===== config.mk =====
export PLATFORM = sky130hd
export DESIGN_NAME = snake_stream_ctrl
export DESIGN_NICKNAME = d
export VERILOG_FILES = /design/src/rtl/snake_stream_ctrl.sv
export SDC_FILE = /design/constraint.sdc
export NUM_CORES = 1
export LEC_CHECK = 0
export ABC_AREA = 1
export CELL_PAD_IN_SITES_DETAIL_PLACEMENT = 1
export CELL_PAD_IN_SITES_GLOBAL_PLACEMENT = 2
export CORE_ASPECT_RATIO = 0.7
export CORE_UTILIZATION = 38
export CTS_BUF_LIST = sky130_fd_sc_hd__clkbuf_8
export DETAILED_ROUTE_END_ITERATION = 10
export DONT_BUFFER_PORTS = 1
export PLACE_DENSITY_LB_ADDON = 0.1
export SLEW_MARGIN = 40
export SYNTH_ARGS = -nofsm -noshare
export SYNTH_HDL_FRONTEND = slang
export SYNTH_SLANG_ARGS = --single-unit

===== constraint.sdc =====
create_clock -name clk -period 4.4 [get_ports clk]
set_clock_uncertainty 0.15 [all_clocks]
set_input_delay 0.44 -clock clk [delete_from_list [all_inputs] [get_ports clk]]
set_output_delay 0.44 -clock clk [all_outputs]
set_load 0.03 [all_outputs]

===== src/rtl/snake_stream_ctrl.sv =====
// ============================================================================
// Module      : snake_stream_ctrl
// Description : Arbitrates segment-RAM ownership between game logic and a
//               raster stream pass that reads the snake ring head-to-tail.
// Revision    : 1.0 - initial release
// ============================================================================
`default_nettype none

module snake_stream_ctrl #(
  parameter int MAX_LEN = 64,
  parameter int IDX_W   = 6
) (
  input  logic             clk,
  input  logic             rst,
  input  logic             pass_start,
  input  logic [IDX_W:0]   len,
  input  logic [IDX_W-1:0] head_idx,
  input  logic             game_req,
  output logic             game_gnt,
  output logic             ram_ren,
  output logic [IDX_W-1:0] ram_raddr,
  input  logic [10:0]      ram_rdata,
  output logic [4:0]       snake_x,
  output logic [3:0]       snake_y,
  output logic [1:0]       snake_dir,
  output logic             snake_first,
  output logic             snake_last,
  output logic             snake_valid,
  output logic             busy,
  output logic             pass_done,
  output logic             overrun
);

  typedef enum logic [1:0] {
    IDLE   = 2'd0,
    GAME   = 2'd1,
    STREAM = 2'd2,
    DRAIN  = 2'd3
  } state_t;

  localparam logic [IDX_W:0] MAX_LEN_W = (IDX_W+1)'(MAX_LEN);

  state_t           state_q, state_d;
  logic             pending_q, pending_d;
  logic [IDX_W:0]   len_q, len_d;
  logic [IDX_W:0]   cnt_q, cnt_d;
  logic [IDX_W-1:0] addr_q, addr_d;
  logic             drain_q, drain_d;
  logic             rd_valid_q, rd_valid_d;
  logic             rd_first_q, rd_first_d;
  logic             rd_last_q, rd_last_d;
  logic             snake_valid_q, snake_valid_d;
  logic             snake_first_q, snake_first_d;
  logic             snake_last_q, snake_last_d;
  logic [10:0]      fields_q, fields_d;
  logic             pass_done_q, pass_done_d;
  logic             overrun_q, overrun_d;
  logic             consume;
  logic             issue_last;

  always_comb begin
    state_d       = state_q;
    len_d         = len_q;
    cnt_d         = cnt_q;
    addr_d        = addr_q;
    drain_d       = drain_q;
    rd_valid_d    = 1'b0;
    rd_first_d    = 1'b0;
    rd_last_d     = 1'b0;
    issue_last    = (cnt_q == (len_q - 1'b1));

    // A request arriving in IDLE is launched directly without waiting a cycle.
    consume   = (state_q == IDLE) && (pending_q || pass_start);
    overrun_d = pass_start && pending_q && !consume;
    pending_d = consume ? (pending_q && pass_start) : (pending_q || pass_start);

    case (state_q)
      IDLE: begin
        if (consume) begin
          state_d = STREAM;
          len_d   = (len > MAX_LEN_W) ? MAX_LEN_W : len;
          addr_d  = head_idx;
          cnt_d   = '0;
        end else if (game_req) begin
          state_d = GAME;
        end
      end
      GAME: begin
        if (!game_req) state_d = IDLE;
      end
      STREAM: begin
        if (len_q == '0) begin
          state_d = IDLE;
        end else begin
          rd_valid_d = 1'b1;
          rd_first_d = (cnt_q == '0);
          rd_last_d  = issue_last;
          addr_d     = addr_q - 1'b1;
          cnt_d      = cnt_q + 1'b1;
          drain_d    = 1'b0;
          if (issue_last) state_d = DRAIN;
        end
      end
      DRAIN: begin
        drain_d = 1'b1;
        if (drain_q) state_d = IDLE;
      end
      default: state_d = IDLE;
    endcase

    // RAM data lands one cycle after the read; register it into the beat.
    snake_valid_d = rd_valid_q;
    snake_first_d = rd_first_q;
    snake_last_d  = rd_last_q;
    fields_d      = rd_valid_q ? ram_rdata : fields_q;
    pass_done_d   = (snake_valid_q && snake_last_q) ||
                    ((state_q == STREAM) && (len_q == '0));
  end

  always_ff @(posedge clk) begin
    if (rst) begin
      state_q       <= IDLE;
      pending_q     <= 1'b0;
      len_q         <= '0;
      cnt_q         <= '0;
      addr_q        <= '0;
      drain_q       <= 1'b0;
      rd_valid_q    <= 1'b0;
      rd_first_q    <= 1'b0;
      rd_last_q     <= 1'b0;
      snake_valid_q <= 1'b0;
      snake_first_q <= 1'b0;
      snake_last_q  <= 1'b0;
      fields_q      <= '0;
      pass_done_q   <= 1'b0;
      overrun_q     <= 1'b0;
    end else begin
      state_q       <= state_d;
      pending_q     <= pending_d;
      len_q         <= len_d;
      cnt_q         <= cnt_d;
      addr_q        <= addr_d;
      drain_q       <= drain_d;
      rd_valid_q    <= rd_valid_d;
      rd_first_q    <= rd_first_d;
      rd_last_q     <= rd_last_d;
      snake_valid_q <= snake_valid_d;
      snake_first_q <= snake_first_d;
      snake_last_q  <= snake_last_d;
      fields_q      <= fields_d;
      pass_done_q   <= pass_done_d;
      overrun_q     <= overrun_d;
    end
  end

  assign ram_ren     = (state_q == STREAM) && (len_q != '0);
  assign ram_raddr   = ram_ren ? addr_q : '0;
  assign game_gnt    = (state_q == GAME);
  assign busy        = (state_q != IDLE);
  assign snake_valid = snake_valid_q;
  assign snake_first = snake_first_q;
  assign snake_last  = snake_last_q;
  assign snake_x     = fields_q[4:0];
  assign snake_y     = fields_q[8:5];
  assign snake_dir   = fields_q[10:9];
  assign pass_done   = pass_done_q;
  assign overrun     = overrun_q;

endmodule

`default_nettype wire

Word level (Yosys, flattened, before mapping)
Index checks and enable logic that the tools add are counted.
Widths: inputs -> output; s select.
- output and inout port bits: 25
- word-level logic and storage cells: 71
- flip-flop bits (word level): 43
- input bits: 28
- add/sub/neg operators: 3
- bitwise logic cells: 1
- reduce and logical (&&, ||, !) cells: 22
- equal/unequal tests: 10
- order comparisons: 1
- mux-type cells: 19
- operators by type and width (operator ; number):
    $mux 7 ; 3
    $mux 6 ; 3
    $logic_not 7->1 ; 2
    $pmux 7 s2 ; 1
    $mux 2 ; 6
    $pmux 6 s2 ; 1
    $ne 2x2->1 const B ; 4
    $pmux 2 s4 ; 1
    $add 7x1->7 const B ; 1
    $eq 7x7->1 ; 1
    $gt 7x7->1 const B ; 1
    $reduce_bool 7->1 ; 1
    $sub 7x1->7 const B ; 1
    $logic_and 1x1->1 ; 6
    $ne 3x3->1 const B ; 2
    $reduce_bool 2->1 ; 3
    $sub 6x1->6 const B ; 1
    $eq 2x2->1 const B ; 2
    $reduce_and 2->1 ; 2
    $reduce_and 4->1 ; 1
    $mux 1 ; 3
    $reduce_and 3->1 ; 1
    $reduce_or 3->1 ; 1
    $eq 2x1->1 const B ; 1
    other kinds (6) ; 7

Depth between registers and ports, before layout
Gate-level depths: netlist of the first run.
- depth in word-level cells: 5
- gate-level depth with buffers: 14
- gate-level depth less buffers: 14

Worst setup path after synthesis of the first run
OpenSTA, ideal clock, no wires.
- kind: flip-flop to output port
- start: register len_q[0]
- end: output ram_raddr[0]
- arrival: 1.328 ns
- path buffers: 1
- stages on the path, launching flop included: 7
- setup slack: 2.482 ns
- data required time: 3.810 ns
- path through: dfxtp_1 -> inv_2 -> ha_1 -> nand2_1 -> o21ai_4 -> buf_6 -> nor2_1
- cells in the longest elaborated chain, start to end: 3
- RTL lines (element ; line ; RTL):
    start, declared ; 45 ; logic [IDX_W:0] len_q, len_d;
    start signal, assigned ; 140 ; len_q <= len_d;
    $reduce_bool 7->1 ; 156 ; assign ram_ren = (state_q == STREAM) && (len_q != '0);
    $logic_and 1x1->1 ; 156 ;
    $mux 6 ; 157 ; assign ram_raddr = ram_ren ? addr_q : '0;
    end, declared ; 21 ; output logic [IDX_W-1:0] ram_raddr,
No other way between the ends.

Worst setup path after layout of the first run
- start: register state_q[1]
- end: output ram_raddr[2]
- cells in the longest elaborated chain, start to end: 3
- RTL lines (element ; line ; RTL):
    start, declared ; 43 ; state_t state_q, state_d;
    start signal, assigned ; 138 ; state_q <= state_d;
    $eq 2x2->1 ; 156 ;
    $logic_and 1x1->1 ; 156 ;
    $mux 6 ; 157 ;
No other way between the ends.

==> results of run 1 <==
[power by group through the flow]
stage | clock network [mW] | logic (mW) | registers [mW]
2_1_floorplan | 0 | 0.493 | 0.573
3_3_place_gp | 0 | 0.573 | 0.591
3_5_place_dp | 0 | 0.584 | 0.594
4_1_cts | 0.338 | 0.588 | 0.586
5_1_grt | 0.355 | 0.662 | 0.598
6_report | 0.333 | 0.582 | 0.585
[registers in the layout (all words and copies together), names as in the netlist, 2 cells and up]
register  count
addr_q        6
cnt_q         7
fields_q     11
len_q         7
state_q       2
[final cells by class]
| cell class | count | share of cell area |
|---|---|---|
| Clock buffer | 6 | 0.0361 |
| Clock inverter | 2 | 0.0153 |
| Inverter | 38 | 0.0624 |
| Multi-Input combinational cell | 204 | 0.470 |
| Sequential cell | 43 | 0.377 |
| Tap cell | 72 | 0.0394 |
[final timing paths]
kind / slack, ns / endpoint / depth (start not counted)
worst max-delay path: 2.12 / ram_raddr[2] / 4
worst min-delay path: 0.05 / snake_valid$_SDFF_PP0_ / 1
worst max register to register: 2.44 / cnt_q[1]$_SDFFE_PP0P_ / 8
worst min register to register: 0.26 / snake_last$_SDFF_PP0_ / 2
[routing by layer]
| metal | up-vias | share of wire | GRT usage |
|---|---|---|---|
| li1 | 932 | - | - |
| met1 | 855 | 0.57 | 0.314 |
| met2 | 35 | 0.38 | 0.279 |
| met3 | 7 | 0.037 | 0.0481 |
| met4 | 0 | 0.011 | 0.0655 |
| met5 | - | 0 | 0 |
[cell families (layout without fill, tap and decap cells)]
kind of cell               count (synthesis)  count (layout)  share of synthesized area
AOI/OAI and AO/OA                         57              57                      0.161
xor gates and xnor gates                   6               6                     0.0247
and+or+nand+nor                          136             136                      0.290
adders and majority gates                  5               5                     0.0295
buffers and inverters                     46              46                     0.0890
DFF                                       43              43                      0.405
[worst reg2reg max path: stages, from the launching register on]
cell and delay [ns]:
dfxtp_1 0.33, inv_1 0.12, ha_1 0.16, nand2_1 0.10, o21ai_4 0.38, nand2_4 0.22, inv_2 0.20, a21oi_1 0.06
a211oi_1 0.18
[through the flow]
step                hold WS (ns)  instance area (sq um)  total power, mW   util  instances
finish                    0.0517                   2280             1.50  0.430        365
global route              0.0266                   2280             1.62  0.430        365
CTS                       0.0434                   2280             1.51  0.430        365
detailed placement         0.261                   2170             1.18  0.408        357
global placement           0.250                   2170             1.16  0.408        357
floorplan                  0.238                   2120             1.07      -        293
[cell usage after synthesis]
library cell / count / area [sq um]
a211oi_1: 6 / 45.0
a21oi_1: 15 / 75.1
a311oi_2: 1 / 15.0
a31oi_1: 3 / 18.8
a32o_1: 1 / 10.0
buf_2: 1 / 5.00
buf_6: 2 / 22.5
clkbuf_1: 5 / 18.8
dfxtp_1: 43 / 861
ha_1: 5 / 62.6
inv_1: 28 / 105
inv_2: 10 / 37.5
nand2_1: 50 / 188
nand2_2: 2 / 12.5
nand2_4: 1 / 11.3
nand3_1: 12 / 60.1
nand3_2: 1 / 10.0
nand4_1: 1 / 6.26
nor2_1: 53 / 199
nor2_2: 8 / 50.1
nor2_4: 1 / 11.3
nor2_8: 1 / 20.0
nor3_1: 3 / 15.0
nor3_2: 2 / 20.0
nor4_2: 1 / 12.5
o21ai_0: 21 / 105
o21ai_1: 7 / 35.0
o21ai_4: 2 / 32.5
o22ai_1: 1 / 6.26
xnor2_1: 2 / 17.5
xor2_1: 4 / 35.0
==> metrics.md, run 1 <==
| Metric | Value |
|---|---|
| Clk root buf | `clkbuf_8` |
| Maximum VDD drop | `0.000218 V` |
| Seq pwr share | `0.390` |
| Final setup TNS | `0 ns` |
| Start point of the critical path | `state_q[1]$_SDFFE_PP0P_` |
| Slew Limit Fails | `0` |
| Synthesized area | `2120 sq um` |
| CTS Buf Count | `5` |
| Mapped Nets | `326` |
| Htree depth | `2` |
| Final GP Congestion | `0.766` |
| Critical Path, Cell by Cell | `inv_2 -> nor2_8 -> o21ai_4 -> nor2_1` |
| Clock Latency Late Sink | `0.30 ns` |
| RSZ-0062 raised after global routing | `false` |
| Initial core utilization | `0.400` |
| P_leak | `0.968 nW` |
| Vias per cell | `5.01` |
| P per Cell Area | `657 nW/um^2` |
| Worst-margin pin slew | `0.703 ns` |
| Cts hold-fix bufs | `0` |
| Int Pwr | `0.831 mW` |
| Die height | `64.5 um` |
| Gr ovfl total | `0` |
| Min cycle time layout | `2.28 ns` |
| Period utilization | `0.517` |
| Max Cap Violations | `0` |
| Vias | `1,829` |
| GRT Total Usage | `0.206` |
| Crit path kind | `flip-flop to output port` |
| Slew HR | `0.531` |
| Mapped Cells | `293` |
| Kind of start point of the critical path | `flip-flop` |
| Worst setup EP type | `output port` |
| Vias in the first global route | `1,756` |
| Routed length per instance | `15.0 um` |
| Psw | `0.669 mW` |
| Worst reg2reg startpoint | `len_q[1]$_SDFFE_PP0P_` |
| CP max stage delay | `0.47 ns` |
| Post-CTS sizing | `0` |
| HP Class | `input pin to flip-flop` |
| Clock power frac | `0.222` |
| Place WS | `2.44 ns` |
| Post-CTS Setup Bufs | `0` |
| Worst-path maximum fanout | `11` |
| Clk sink count | `43` |
| Area delta synth->final | `7.60%` |
| Comb power frac | `0.388` |
| Final setup viols | `0` |
| Critical-path top delay cell | `nor2_1` |
| Crit path buf inv count | `1` |
| Die Footprint | `5900 sq um` |
| Routed wire length | `5490 um` |
| Syn Area/Cell | `7.25 sq um` |
| Leading cell type in the layout, fill and taps excluded | `nor2_1` |
| Outcome | `finished clean` |
| Clk buf depth | `2` |
| Port bufs | `0` |
| Netlist cell types | `31` |
| Die Span X | `91.3 um` |
| Share of cells above drive strength 1 | `0.130` |
| Fill cells | `690` |
| CORE AREA | `5310 sq um` |
| Commonest cells after routing, fill and taps aside | `nor2_1, nand2_1, dfxtp_1` |
| FF+latch area | `861 sq um` |
| First-pass GRT wire length | `9270 um` |
| Net Sw Frac | `0.446` |
| Boundary pin count | `53` |
| Crit path setup slack, layout | `2.12 ns` |
| Family with the most delay on the worst path | `simple AND/OR/NAND/NOR gates` |
| Dpl hpwl | `4140 um` |
| Hold Violations, Final | `0` |
| Residual DRC count | `0` |
| Area of the multi-input gates | `1070 sq um` |
| Synth Warn # | `0` |
| DR pass1 iterations | `4` |
| Initial antenna violation count | `0` |
| Final-stage net count | `325` |
| DRT antenna net count | `0` |
| CTS tree | `done` |
| Reg clk slew, reported paths | `0.09 ns` |
| FF+latch count, synth | `43` |
| CP arrival | `1.69 ns` |
| Largest net degree at the start of global routing | `24` |
| FMAX | `0.439 GHz` |
| Row count | `22` |
| Antenna diodes | `0` |
| Hold_sp | `rst` |
| DRC marker count from the first detailed-route iteration | `59` |
| Required @ worst endpoint | `3.81 ns` |
| Sequential area share after synthesis | `0.405` |
No activity file was read; power rests on OpenSTA's default activity.
==> run 2, diff against run 1 <==
--- a/config.mk
+++ b/config.mk
@@ -9,7 +9,7 @@
 export CELL_PAD_IN_SITES_DETAIL_PLACEMENT = 1
 export CELL_PAD_IN_SITES_GLOBAL_PLACEMENT = 2
 export CORE_ASPECT_RATIO = 0.7
-export CORE_UTILIZATION = 38
+export CORE_UTILIZATION = 36
 export CTS_BUF_LIST = sky130_fd_sc_hd__clkbuf_8
 export DETAILED_ROUTE_END_ITERATION = 10
 export DONT_BUFFER_PORTS = 1
==> constraint.sdc (replaced) <==
create_clock -name clk -period 2.18 [get_ports clk]
set_clock_uncertainty 0.15 [all_clocks]
set_input_delay 0.218 -clock clk [delete_from_list [all_inputs] [get_ports clk]]
set_output_delay 0.218 -clock clk [all_outputs]
set_load 0.03 [all_outputs]
==> run 2 against run 1 <==
  * First-iteration DRC count fell by 8.5%
  * Non-clock buffer count rose by 37
  * Total power rose by 100%
  * Sequential share of layout area fell by 4.7 points
  * Worst hold slack got worse by 0.020 ns
  * Critical endpoint is now ram_raddr[1]
  * Sequential power rose by 100%
  * Register-to-register slack got worse by 2.1 ns
  * Utilization rose by 4.9 points
  * Combinational power rose by 120%
  * Largest cell class unchanged
  * Clock-buffer cell count rose by 1
  * Largest power group is now combinational logic
==> metrics.md, run 2 (same netlist as run 1, synthesis figures left out) <==
| Metric | Value |
|---|---|
| Crit path kind | `flip-flop to output port` |
| Clk buf depth | `2` |
| Max Cap Violations | `0` |
| Post-CTS Setup Bufs | `0` |
| Critical Path, Cell by Cell | `inv_2 -> ha_1 -> nand2_1 -> o21ai_4 -> buf_4 -> nor2_1 -> buf_4` |
| Largest net degree at the start of global routing | `18` |
| Routed length per instance | `15.4 um` |
| Final instance count without filler cells | `402` |
| Reg2Reg Setup Slack | `0.35 ns` |
| Slew Limit Fails | `0` |
| Max FFs per register | `11` |
| Worst setup EP type | `output port` |
| Comb power frac | `0.428` |
| Top flop regs | `fields_q: 11 flops, cnt_q: 7 flops, len_q: 7 flops` |
| Share of cells above drive strength 1 | `0.145` |
| Seq pwr share | `0.386` |
| DR pass1 iterations | `4` |
| Commonest cells after routing, fill and taps aside | `nor2_1, nand2_1, dfxtp_1` |
| DRC marker count from the first detailed-route iteration | `54` |
| Critical-path top delay cell | `dfxtp_1` |
| Worst-path maximum fanout | `7` |
| Residual DRC count | `0` |
| Clock power frac | `0.185` |
| CTS tree | `done` |
| Leading cell type in the layout, fill and taps excluded | `nor2_1` |
| Post-CTS sizing | `0` |
| Hold Violations, Final | `0` |
| Area delta synth->final | `22.9%` |
| Placed cells | `368` |
| Worst R2R Path Depth | `13` |
| Vias in the first global route | `1,974` |
| Worst-margin pin slew | `0.671 ns` |
| Slew HR | `0.552` |
| RSZ-0062 raised after global routing | `false` |
| Kind of start point of the critical path | `flip-flop` |
| Die Footprint | `6210 sq um` |
| Fill cells | `708` |
| Clk root buf | `clkbuf_8` |
| Initial antenna violation count | `0` |
| Design Area, Final | `2610 sq um` |
| Boundary pin count | `53` |
| Period utilization | `0.934` |
| Clock Latency Late Sink | `0.29 ns` |
| Psw | `1.38 mW` |
| Reg clk slew, reported paths | `0.08 ns` |
| Vias per cell | `4.92` |
| CTS Buf Count | `5` |
| Routed wire length | `6190 um` |
| Die Span X | `93.8 um` |
| CP arrival | `1.67 ns` |
| Required @ worst endpoint | `1.81 ns` |
| Outcome | `finished clean` |
| Final-stage net count | `362` |
| Critical path's most frequent cell | `buf_4` |
| P per Cell Area | `1160 nW/um^2` |
| Int Pwr | `1.66 mW` |
| GRT Total Usage | `0.209` |
| Gr ovfl total | `0` |
| DP Area | `2250 sq um` |
| Start point of the critical path | `len_q[0]$_SDFFE_PP0P_` |
| Port bufs | `0` |
| P_leak | `1.13 nW` |
| Worst reg2reg startpoint | `len_q[0]$_SDFFE_PP0P_` |
| CP endpoint | `ram_raddr[1]` |
| Most flop-heavy register | `fields_q` |
| Min cycle time layout | `2.04 ns` |
| Final setup viols | `0` |
| Htree depth | `2` |
| CP max stage delay | `0.34 ns` |
| Vias | `1,979` |
| Initial core utilization | `0.390` |
| Die height | `66.3 um` |
| DRT antenna net count | `0` |
| FMAX | `0.491 GHz` |
| Row count | `22` |
| Dpl hpwl | `4430 um` |
| CORE AREA | `5450 sq um` |
| Clk sink count | `43` |
| Net Sw Frac | `0.454` |
| First-pass GRT wire length | `9750 um` |
| HP Class | `input pin to flip-flop` |
| Final GP Congestion | `0.817` |
| Antenna diodes | `0` |
| Worst R2R End | `state_q[1]$_SDFFE_PP0P_` |
| Maximum VDD drop | `0.000399 V` |
| Final setup TNS | `0 ns` |
-- run 2: timing repair --
item                                    4_1_cts  5_1_grt
hold endpoints to repair                     41        0
hold buffers                                 26        0
endpoints found under the setup margin        0        0
-- run 2: power groups by stage --
stage                     Clock, mW  Sequential (mW)  Combinational (mW)
after floorplan                   0             1.16               0.994
after global placement            0             1.18                1.23
after detailed placement          0             1.19                1.24
after CTS                     0.583             1.17                1.30
after global routing          0.616             1.19                1.46
final                         0.563             1.17                1.30
-- run 2: how the worst min path moves through the flow --
stage / from / cells past startpoint / slack [ns] / end
2_1_floorplan: ram_rdata[8] / 2 / 0.20 / fields_q[8]$_SDFFE_PP0P_
6_report: pass_start / 2 / 0.03 / pending_q$_SDFF_PP0_
4_1_cts: pass_start / 2 / 0.01 / pending_q$_SDFF_PP0_
3_3_place_gp: rst / 1 / 0.14 / drain_q$_SDFFE_PP0P_
3_5_place_dp: rst / 1 / 0.14 / pass_done$_SDFF_PP0_
5_1_grt: pass_start / 2 / 0.02 / pending_q$_SDFF_PP0_
-- run 2: critical path, delay by kind of cell, from the launching register on --
family,cells,cell delay [ns]
buf+inv,3,0.47
fa+ha+maj,1,0.16
compound gates,1,0.25
simple gates,2,0.16
flops,1,0.34
-- run 2: area by class of cell --
class	count	area [sq um]	area share
inverters	38	143	0.0547
flip-flops and latches	43	861	0.330
well taps	72	90.1	0.0345
clock buffers	7	96.3	0.0369
clock inverters	1	3.75	0.00144
repair buffers	37	343	0.131
multi-input cells	204	1070	0.411
-- run 2: metrics by stage --
step / setup slack [ns] / power [mW] / hold slack [ns] / util
final: 0.143 / 3.04 / 0.0315 / 0.479
after floorplan: 0.476 / 2.15 / 0.203 / -
after global routing: 0.0608 / 3.27 / 0.0183 / 0.479
after CTS: 0.133 / 3.05 / 0.0118 / 0.479
after global placement: 0.397 / 2.41 / 0.141 / 0.413
after detailed placement: 0.377 / 2.43 / 0.143 / 0.413
-- run 2: metal layers --
layer,GRT usage,vias up,part of all wire
met2,0.318,34,0.43
met3,0.0414,2,0.034
met1,0.306,928,0.53
met5,0,-,0
met4,0.0346,0,0.0031
li1,-,1015,-
==> run 3, diff against run 2 <==
--- a/config.mk
+++ b/config.mk
@@ -11,6 +11,7 @@
 export CORE_ASPECT_RATIO = 0.7
 export CORE_UTILIZATION = 36
 export CTS_BUF_LIST = sky130_fd_sc_hd__clkbuf_8
+export CTS_CLUSTER_SIZE = 20
 export DETAILED_ROUTE_END_ITERATION = 10
 export DONT_BUFFER_PORTS = 1
 export PLACE_DENSITY_LB_ADDON = 0.1
==> results of run 3 <==
Final layout, timing and power as in run 2 (identical DEF).
